File: config.mk
export PLATFORM = sky130hd
export DESIGN_NAME = axi_ar_arbiter
export DESIGN_NICKNAME = d
export VERILOG_FILES = /design/src/rtl/axi_arb_pkg.sv /design/src/rtl/rr_lzc_sel.sv /design/src/rtl/axi_ar_arbiter.sv
export SDC_FILE = /design/constraint.sdc
export NUM_CORES = 1
export LEC_CHECK = 0
export BUFFER_PORTS_ARGS = -buffer_cell sky130_fd_sc_hd__buf_2
export CORE_AREA = 4 4 80 82
export CTS_CLUSTER_SIZE = 14
export DETAILED_ROUTE_END_ITERATION = 8
export DIE_AREA = 0 0 84 86
export PLACE_DENSITY = 0.69
export SYNTH_ARGS = -nofsm -noshare
export SYNTH_HDL_FRONTEND = slang
export SYNTH_SLANG_ARGS = --single-unit
File: constraint.sdc
create_clock -name clk_i -period 1.2 [get_ports clk_i]
set_input_delay 0.06 -clock clk_i [delete_from_list [all_inputs] [get_ports clk_i]]
set_output_delay 0.06 -clock clk_i [all_outputs]
set_load 0.05 [all_outputs]
File: src/rtl/axi_arb_pkg.sv
// Shared types and helpers for the AXI AR arbiter: payload width function and FSM state enum.
package axi_arb_pkg;

    typedef enum logic [0:0] {
        StIdle  = 1'b0,
        StGrant = 1'b1
    } arb_state_e;

    // AR payload is {cache,prot,lock,burst,size,len,qos,region,addr,user}; fixed fields sum to 29.
    function automatic int unsigned ar_width(input int unsigned addr_w, input int unsigned user_w);
        return 29 + addr_w + user_w;
    endfunction

endpackage

File: src/rtl/rr_lzc_sel.sv
// Round-robin first-one selector: first set request at or after the pointer, wrapping.
module rr_lzc_sel #(
    parameter int unsigned N_REQ = 2,
    localparam int unsigned IDX_W = $clog2(N_REQ)
) (
    input  logic [N_REQ-1:0] i_req,
    input  logic [IDX_W-1:0] i_ptr,
    output logic [IDX_W-1:0] o_idx,
    output logic             o_valid
);

    always_comb begin
        int unsigned w_j;
        w_j     = 0;
        o_idx   = '0;
        o_valid = 1'b0;
        for (int unsigned i = 0; i < N_REQ; i++) begin
            w_j = (32'(i_ptr) + i) % N_REQ;
            if (!o_valid && i_req[w_j]) begin
                o_valid = 1'b1;
                o_idx   = w_j[IDX_W-1:0];
            end
        end
    end

endmodule

File: src/rtl/axi_ar_arbiter.sv
// Round-robin arbiter merging N AXI AR channels onto one master port.
// Define AXI_AR_ARB_LIMIT_EN to throttle issue on the in-flight read count.
module axi_ar_arbiter
    import axi_arb_pkg::*;
#(
    parameter int unsigned N_SLAVE         = 2,
    parameter int unsigned ID_WIDTH        = 4,
    parameter int unsigned ADDR_WIDTH      = 32,
    parameter int unsigned USER_WIDTH      = 1,
    parameter int unsigned MAX_OUTSTANDING = 8,
    localparam int unsigned AR_W  = ar_width(ADDR_WIDTH, USER_WIDTH),
    localparam int unsigned IDX_W = $clog2(N_SLAVE),
    localparam int unsigned CNT_W = $clog2(MAX_OUTSTANDING + 1)
) (
    input  logic                      clk_i,
    input  logic                      rst_ni,
    input  logic [N_SLAVE-1:0]        slave_valid_i,
    input  logic [N_SLAVE*AR_W-1:0]   slave_ar_i,
    input  logic [N_SLAVE*ID_WIDTH-1:0] slave_id_i,
    output logic [N_SLAVE-1:0]        slave_ready_o,
    output logic                      master_valid_o,
    output logic [AR_W-1:0]           master_ar_o,
    output logic [ID_WIDTH+IDX_W-1:0] master_id_o,
    input  logic                      master_ready_i,
    input  logic                      rd_done_i,
    output logic [CNT_W-1:0]          outstanding_o
);

    arb_state_e       r_state, w_state_nxt;
    logic [IDX_W-1:0] r_gnt, w_gnt_nxt;
    logic [IDX_W-1:0] r_rr_ptr, w_rr_ptr_nxt;
    logic [IDX_W-1:0] w_sel_idx;
    logic             w_sel_valid;
    logic             w_gnt_valid;
    logic             w_hs;
    logic             w_can_issue;

    rr_lzc_sel #(
        .N_REQ (N_SLAVE)
    ) u_rr_lzc_sel (
        .i_req   (slave_valid_i),
        .i_ptr   (r_rr_ptr),
        .o_idx   (w_sel_idx),
        .o_valid (w_sel_valid)
    );

    assign w_gnt_valid = slave_valid_i[r_gnt];
    assign master_ar_o = slave_ar_i[int'(r_gnt)*AR_W +: AR_W];
    assign master_id_o = {r_gnt, slave_id_i[int'(r_gnt)*ID_WIDTH +: ID_WIDTH]};

    always_comb begin
        w_state_nxt    = r_state;
        w_gnt_nxt      = r_gnt;
        w_rr_ptr_nxt   = r_rr_ptr;
        master_valid_o = 1'b0;
        slave_ready_o  = '0;
        w_hs           = 1'b0;
        unique case (r_state)
            StIdle: begin
                if (w_sel_valid && w_can_issue) begin
                    w_state_nxt = StGrant;
                    w_gnt_nxt   = w_sel_idx;
                end
            end
            StGrant: begin
                master_valid_o       = w_gnt_valid;
                slave_ready_o[r_gnt] = master_ready_i;
                w_hs                 = w_gnt_valid && master_ready_i;
                if (w_hs) begin
                    w_state_nxt  = StIdle;
                    w_rr_ptr_nxt = (r_gnt == IDX_W'(N_SLAVE - 1)) ? '0 : r_gnt + IDX_W'(1);
                end else if (!w_gnt_valid) begin
                    // Requester withdrew valid: drop the grant without counting it.
                    w_state_nxt = StIdle;
                end
            end
            default: w_state_nxt = StIdle;
        endcase
    end

    always_ff @(posedge clk_i or negedge rst_ni) begin
        if (!rst_ni) begin
            r_state  <= StIdle;
            r_gnt    <= '0;
            r_rr_ptr <= '0;
        end else begin
            r_state  <= w_state_nxt;
            r_gnt    <= w_gnt_nxt;
            r_rr_ptr <= w_rr_ptr_nxt;
        end
    end

`ifdef AXI_AR_ARB_LIMIT_EN
    logic [CNT_W-1:0] r_outstanding, w_outstanding_nxt;
    logic             w_dec;

    // A completion at zero is ignored so the count never underflows.
    assign w_dec       = rd_done_i && (r_outstanding != '0);
    assign w_can_issue = (r_outstanding < CNT_W'(MAX_OUTSTANDING));

    always_comb begin
        w_outstanding_nxt = r_outstanding;
        case ({w_hs, w_dec})
            2'b10:   w_outstanding_nxt = r_outstanding + CNT_W'(1);
            2'b01:   w_outstanding_nxt = r_outstanding - CNT_W'(1);
            default: w_outstanding_nxt = r_outstanding;
        endcase
    end

    always_ff @(posedge clk_i or negedge rst_ni) begin
        if (!rst_ni) begin
            r_outstanding <= '0;
        end else begin
            r_outstanding <= w_outstanding_nxt;
        end
    end

    assign outstanding_o = r_outstanding;
`else
    logic w_unused_rd_done;

    assign w_unused_rd_done = rd_done_i;
    assign w_can_issue      = 1'b1;
    assign outstanding_o    = '0;
`endif

endmodule

Word-level counts from Yosys, hierarchy flattened
Cells that the tools add are included.
{"block": "classes", "n_addsub": 2, "mul": 1, "n_lt_le_gt_ge": 4, "n_shift": 2, "muxes": 19, "bitwise_logic": 2, "reduce_logical": 6}
{"cell": "variable part select 124 x 8 -> 62 bit", "n": 1}
{"cell": "two-way mux 1 bit", "n": 16}
{"cell": "variable part select 8 x 4 -> 4 bit", "n": 1}
{"cell": "< comparator 1 x 2 -> 1 bit (second input constant)", "n": 3}
{"cell": "multiplier 1 x 5 -> 6 bit (second input constant)", "n": 1}
{"cell": "AND reduction 2 bit", "n": 2}
{"cell": "logical AND 1 bit", "n": 3}
{"cell": "adder 1 bit (second input constant)", "n": 2}
{"cell": "AND 2 bit", "n": 1}
{"cell": "two-way mux 2 bit", "n": 1}
{"cell": "case mux 1 bit (2 select lines)", "n": 1}
{"cell": "demux 1 bit (select 1 bit)", "n": 1}
{"cell": ">= comparator 1 bit (second input constant)", "n": 1}
{"cell": "logical NOT 1 bit", "n": 1}
{"cell": "inverter 1 bit", "n": 1}
{"block": "word_totals", "register_bits": 3, "inputBits": 138, "output_inout_bits": 74, "word_cells": 39}

Depth between registers and ports, before layout
{"block": "logic_depth", "word_depth": 8, "ltp_mapped": 4, "depth_no_buf": 2}

By module
A second synthesis with hierarchy kept.
{"block": "unflattened", "hier_cells": 99, "hier_area_um2": 1371.3}
{"mod": "axi_ar_arbiter", "instances": 1, "cells_each": 96, "area_per_inst_um2": 1353.8, "seq_area_each_um2": 75.1}
{"mod": "rr_lzc_sel", "instances": 1, "cells_each": 3, "area_per_inst_um2": 17.5, "seq_area_each_um2": 0.0}

Least setup slack after synthesis
Ideal clock, no wire load.
{"block": "synth_timing", "path_type": "register to output", "from": "reg r_gnt", "to": "out master_valid_o", "arrival_time_ps": 1374, "t_required_ps": 1140, "setup_slack_ps": -234, "stages_incl_launch_ff": 4, "n_path_buf": 1, "cell_sequence": "dfrtp_1 buf_6 mux2i_1 nor2b_1"}
{"block": "synth_via", "elab_chain_len": 3}
{"element": "start, declared", "line": "axi_ar_arbiter.sv:30", "source": "logic [IDX_W-1:0] r_gnt, w_gnt_nxt;"}
{"element": "start signal, assigned", "line": "axi_ar_arbiter.sv:88", "source": "r_gnt <= w_gnt_nxt;"}
{"element": "two-way mux 1 bit (implied by the code) (2 in series)", "line": "axi_ar_arbiter.sv:47", "source": "assign w_gnt_valid = slave_valid_i[r_gnt];"}
{"element": "two-way mux 1 bit", "line": "axi_ar_arbiter.sv:58", "source": "unique case (r_state)"}
{"element": "end, declared", "line": "axi_ar_arbiter.sv:21", "source": "output logic master_valid_o,"}
No other way between the ends. The select of a mux whose other input is x is not followed.

Worst setup path in the final report
{"block": "layout_timing", "from": "reg r_gnt", "to": "out master_ar_o[6]"}
{"block": "layout_via", "elab_chain_len": 2}
{"element": "multiplier 1 x 5 -> 6 bit", "line": "axi_ar_arbiter.sv:48", "source": "assign master_ar_o = slave_ar_i[int'(r_gnt)*AR_W +: AR_W];"}
{"element": "variable part select 124 x 8 -> 62 bit", "line": "axi_ar_arbiter.sv:48"}
{"element": "end, declared", "line": "axi_ar_arbiter.sv:22", "source": "output logic [AR_W-1:0] master_ar_o,"}
No other way between the ends.

==> out/summary.log <==
[run_status] result of the run complete, but fails checks
[run_status] violated checks setup timing
[clock_tree] total number of H-tree levels 1
[final_layout] final net count 448
[synth] Seq/Total Area, Yosys 0.0553
[worst_setup_path] Worst path max stage delay 490 ps
[synth] post-synthesis register bit count 3
[place] Placer Congestion 0.822
[global_routing] largest net degree at the start of global routing 20
[worst_setup_path] ordered list of cells on the worst path buf_12 > buf_12 > mux2_4 > buf_6
[worst_setup_path] critical path startpoint category flip-flop
[sta] Achievable Freq 0.638 GHz
[worst_setup_path] CP max-delay cell sky130_fd_sc_hd__dfrtp_4
[global_routing] global route total overflow 0
[final_layout] Post-Layout Cell Count 384
[global_routing] global router's overall resource usage 0.137
[sta] post-route worst setup slack -368 ps
[sta] RSZ-0062 raised after global routing true
[power] Power Internal 3.35 mW
[power] worst vdd ir 1.03 mV
[power] power density normalized to cell area 2360 mW/mm²
[worst_setup_path] Register-to-Register Setup Slack -70 ps
[clock_tree] clock tree from TritonCTS yes
[synth] most area-consuming cells after synthesis sky130_fd_sc_hd__mux2_4, sky130_fd_sc_hd__buf_12, sky130_fd_sc_hd__dfrtp_1, sky130_fd_sc_hd__buf_4, sky130_fd_sc_hd__nor2b_1
[worst_setup_path] critical path required time 1140 ps
[power] total power consumption of the routed design 7.07 mW
[drt] drt wl/cell 14.7 µm
[synth] number of cells produced by synthesis 98
[drt] Iteration-0 DRC Markers 15
[clock_tree] insertion delay of the later-clocked pin in the worst-skew pair 220 ps
[place] total instance count after detailed placement 375
[sta] Setup Viol. Count Final 71
[drt] Avg Vias per Cell 4.33
[final_layout] ANT cells 0
[worst_setup_path] arrival time reported for the critical path endpoint 1510 ps
[global_routing] first-pass GRT wire length 8.18 mm
[floorplan] die area 0.00722 mm²
[floorplan] number of top-level design ports 212
[sta] hold violation total from the final report 0
[floorplan] starting density of the core 0.236
[clock_tree] CTS buffer count 3
[hold_path] worst hold path class primary input to flip-flop
[power] Sw Ratio 0.527
[worst_setup_path] kind of capture point of the worst setup path output pin
[worst_setup_path] Top cell by count, worst path sky130_fd_sc_hd__buf_12
[drt] drt pass-1 iters 4
[drt] total wire length after detailed routing 5.63 mm
[worst_setup_path] crit path kind flip-flop to output pin
[final_layout] P&R area growth vs syn 121%
[synth] post-synth top area share 0.730
[clock_tree] clk buf depth 2
[power] portion of total power attributed to the clock network 0.042
[sta] final number of max-transition violations 0
[drt] DRC violations left 0
[place] HPWL reported at the end of detailed placement 4.51 mm
[power] combinational group share of total power 0.929
[sta] clock skew after layout 0.210 ps
[synth] YS warnings 0
[worst_setup_path] Max FO, Critical Path 19
[clock_tree] cell at the root of the clock tree sky130_fd_sc_hd__clkbuf_8
[final_layout] ratio of cells with drive above 1 in the final layout 0.945
[power] sw power 3.72 mW
[place] PortBufs 206
[floorplan] area of the placeable core 0.00575 mm²
[sta] Period Utilization, post-route 1.31
[synth] unique cell type count in the Yosys netlist 18
[clock_tree] clock-pin slew on the worst setup and hold paths 30 ps
[run] number of max-capacitance violations reported 0
[power] sequential group share of total power 0.029
[synth] Syn Area/Cell 13.9 µm²
[drt] number of nets still failing antenna checks after routing 0
[floorplan] die extent in y 86 µm
[global_routing] number of antenna violations at the first check in global routing 0
[floorplan] Die X-Extent 84 µm
[sta] min Tclk post-route 1570 ps
[global_routing] via count of the first global-routing pass 1,778
[synth] post-synth top area cell sky130_fd_sc_hd__mux2_4
[floorplan] standard-cell row count 28
[synth] area of the mapped netlist 0.00136 mm²
[power] static leakage power 1.70 nW
[clock_tree] sinks on the clock net 3
[drt] vias after detailed routing 1,663
-- per-layer routing --
| layer | vias to the layer above | share of wire | global-route usage |
|---|---|---|---|
| li1 | 774 | - | - |
| met1 | 760 | 0.30 | 0.122 |
| met2 | 120 | 0.57 | 0.287 |
| met3 | 9 | 0.11 | 0.0451 |
| met4 | 0 | 0.014 | 0.0409 |
| met5 | - | 0 | 0 |
-- power by group through the flow --
stage	Combinational [mW]	Clock [mW]	Sequential, mW
finish	6.57	0.294	0.205
global route	6.81	0.325	0.212
CTS	6.58	0.301	0.203
detailed placement	5.26	0	0.238
global placement	5.22	0	0.229
floorplan	4.69	0	0.174
-- cell families after synthesis --
kind of cell,Yosys count,share of synthesized area
AOI/OAI and AO/OA,3,0.0157
other,1,0.00276
muxes,67,0.737
and+or+nand+nor,11,0.0535
buffers and inverters,13,0.135
DFF,3,0.0553
-- flip-flops by register name (all words and copies together) (netlist names) --
| register | flops |
|---|---|
| r_rr_ptr | 1 |
| r_state | 1 |
| r_gnt | 1 |
-- synthesized netlist by cell type --
cell type                   number
sky130_fd_sc_hd__o22ai_1         1
sky130_fd_sc_hd__and4_1          1
sky130_fd_sc_hd__nor2b_4         1
sky130_fd_sc_hd__buf_4           5
sky130_fd_sc_hd__nor2_1          2
sky130_fd_sc_hd__mux2i_1         1
sky130_fd_sc_hd__buf_6           1
sky130_fd_sc_hd__a2bb2oi_1       1
sky130_fd_sc_hd__mux2_4         66
sky130_fd_sc_hd__and3_1          1
sky130_fd_sc_hd__conb_1          1
sky130_fd_sc_hd__buf_8           1
sky130_fd_sc_hd__nand2_1         2
sky130_fd_sc_hd__nor3_2          1
sky130_fd_sc_hd__a31oi_1         1
sky130_fd_sc_hd__nor2b_1         3
sky130_fd_sc_hd__dfrtp_1         3
sky130_fd_sc_hd__buf_12          6
-- per-stage QoR --
stage / worst slack, ps / utilization / hold slack, ps / TNS, ps / cell area, µm²
6_report: -368 / 0.521 / 88.6 / -21650 / 2990
5_1_grt: -408 / 0.521 / 106 / -24230 / 2990
4_1_cts: -371 / 0.520 / 88.6 / -23680 / 2990
3_5_place_dp: -189 / 0.416 / -139 / -8150 / 2390
3_3_place_gp: -148 / 0.416 / -143 / -6640 / 2390
2_1_floorplan: 11.1 / - / -236 / 0 / 1380
-- area by class of cell --
| type | instances | area [µm²] |
|---|---|---|
| clock buffer | 4 | 45.0 |
| fill | 522 | 2750 |
| multi-input combinational | 85 | 1120 |
| sequential | 3 | 78.8 |
| tap | 75 | 93.8 |
| timing repair buffer | 217 | 1650 |
-- timing repair --
action,4_1_cts,5_1_grt
hold buffers,1,0
cloned,1,1
endpoints found under the hold margin,3,0
gates resized for setup,147,3
setup buffers,3,0
setup endpoints to repair,71,72
pin swaps,1,0
-- placed cells by master, fill, tap and decap left out, types with 2 or more instances in the layout --
| cell | instances |
|---|---|
| sky130_fd_sc_hd__buf_2 | 136 |
| sky130_fd_sc_hd__buf_6 | 70 |
| sky130_fd_sc_hd__mux2_4 | 66 |
| sky130_fd_sc_hd__conb_1 | 4 |
| sky130_fd_sc_hd__clkbuf_8 | 3 |
| sky130_fd_sc_hd__buf_8 | 3 |
| sky130_fd_sc_hd__buf_12 | 3 |
| sky130_fd_sc_hd__nand2_1 | 2 |
| sky130_fd_sc_hd__nor2b_1 | 2 |
| sky130_fd_sc_hd__buf_4 | 2 |
| sky130_fd_sc_hd__dfrtp_1 | 2 |
-- worst max-delay path, delay by kind of cell, from the launching register on --
family | cells | cell delay [ps]
muxes | 1 | 310
DFF | 1 | 490
buffers and inverters | 3 | 470
-- worst paths after layout --
kind	cells past startpoint	start	to
max	4	r_gnt	master_ar_o[6]
min	2	master_ready_i	r_state
max reg2reg	4	r_gnt	r_state
min reg2reg	2	r_rr_ptr	r_gnt
max in group asynchronous	2	rst_ni	r_gnt
min in group asynchronous	2	rst_ni	r_gnt
Power figures use the tool's default switching activity.
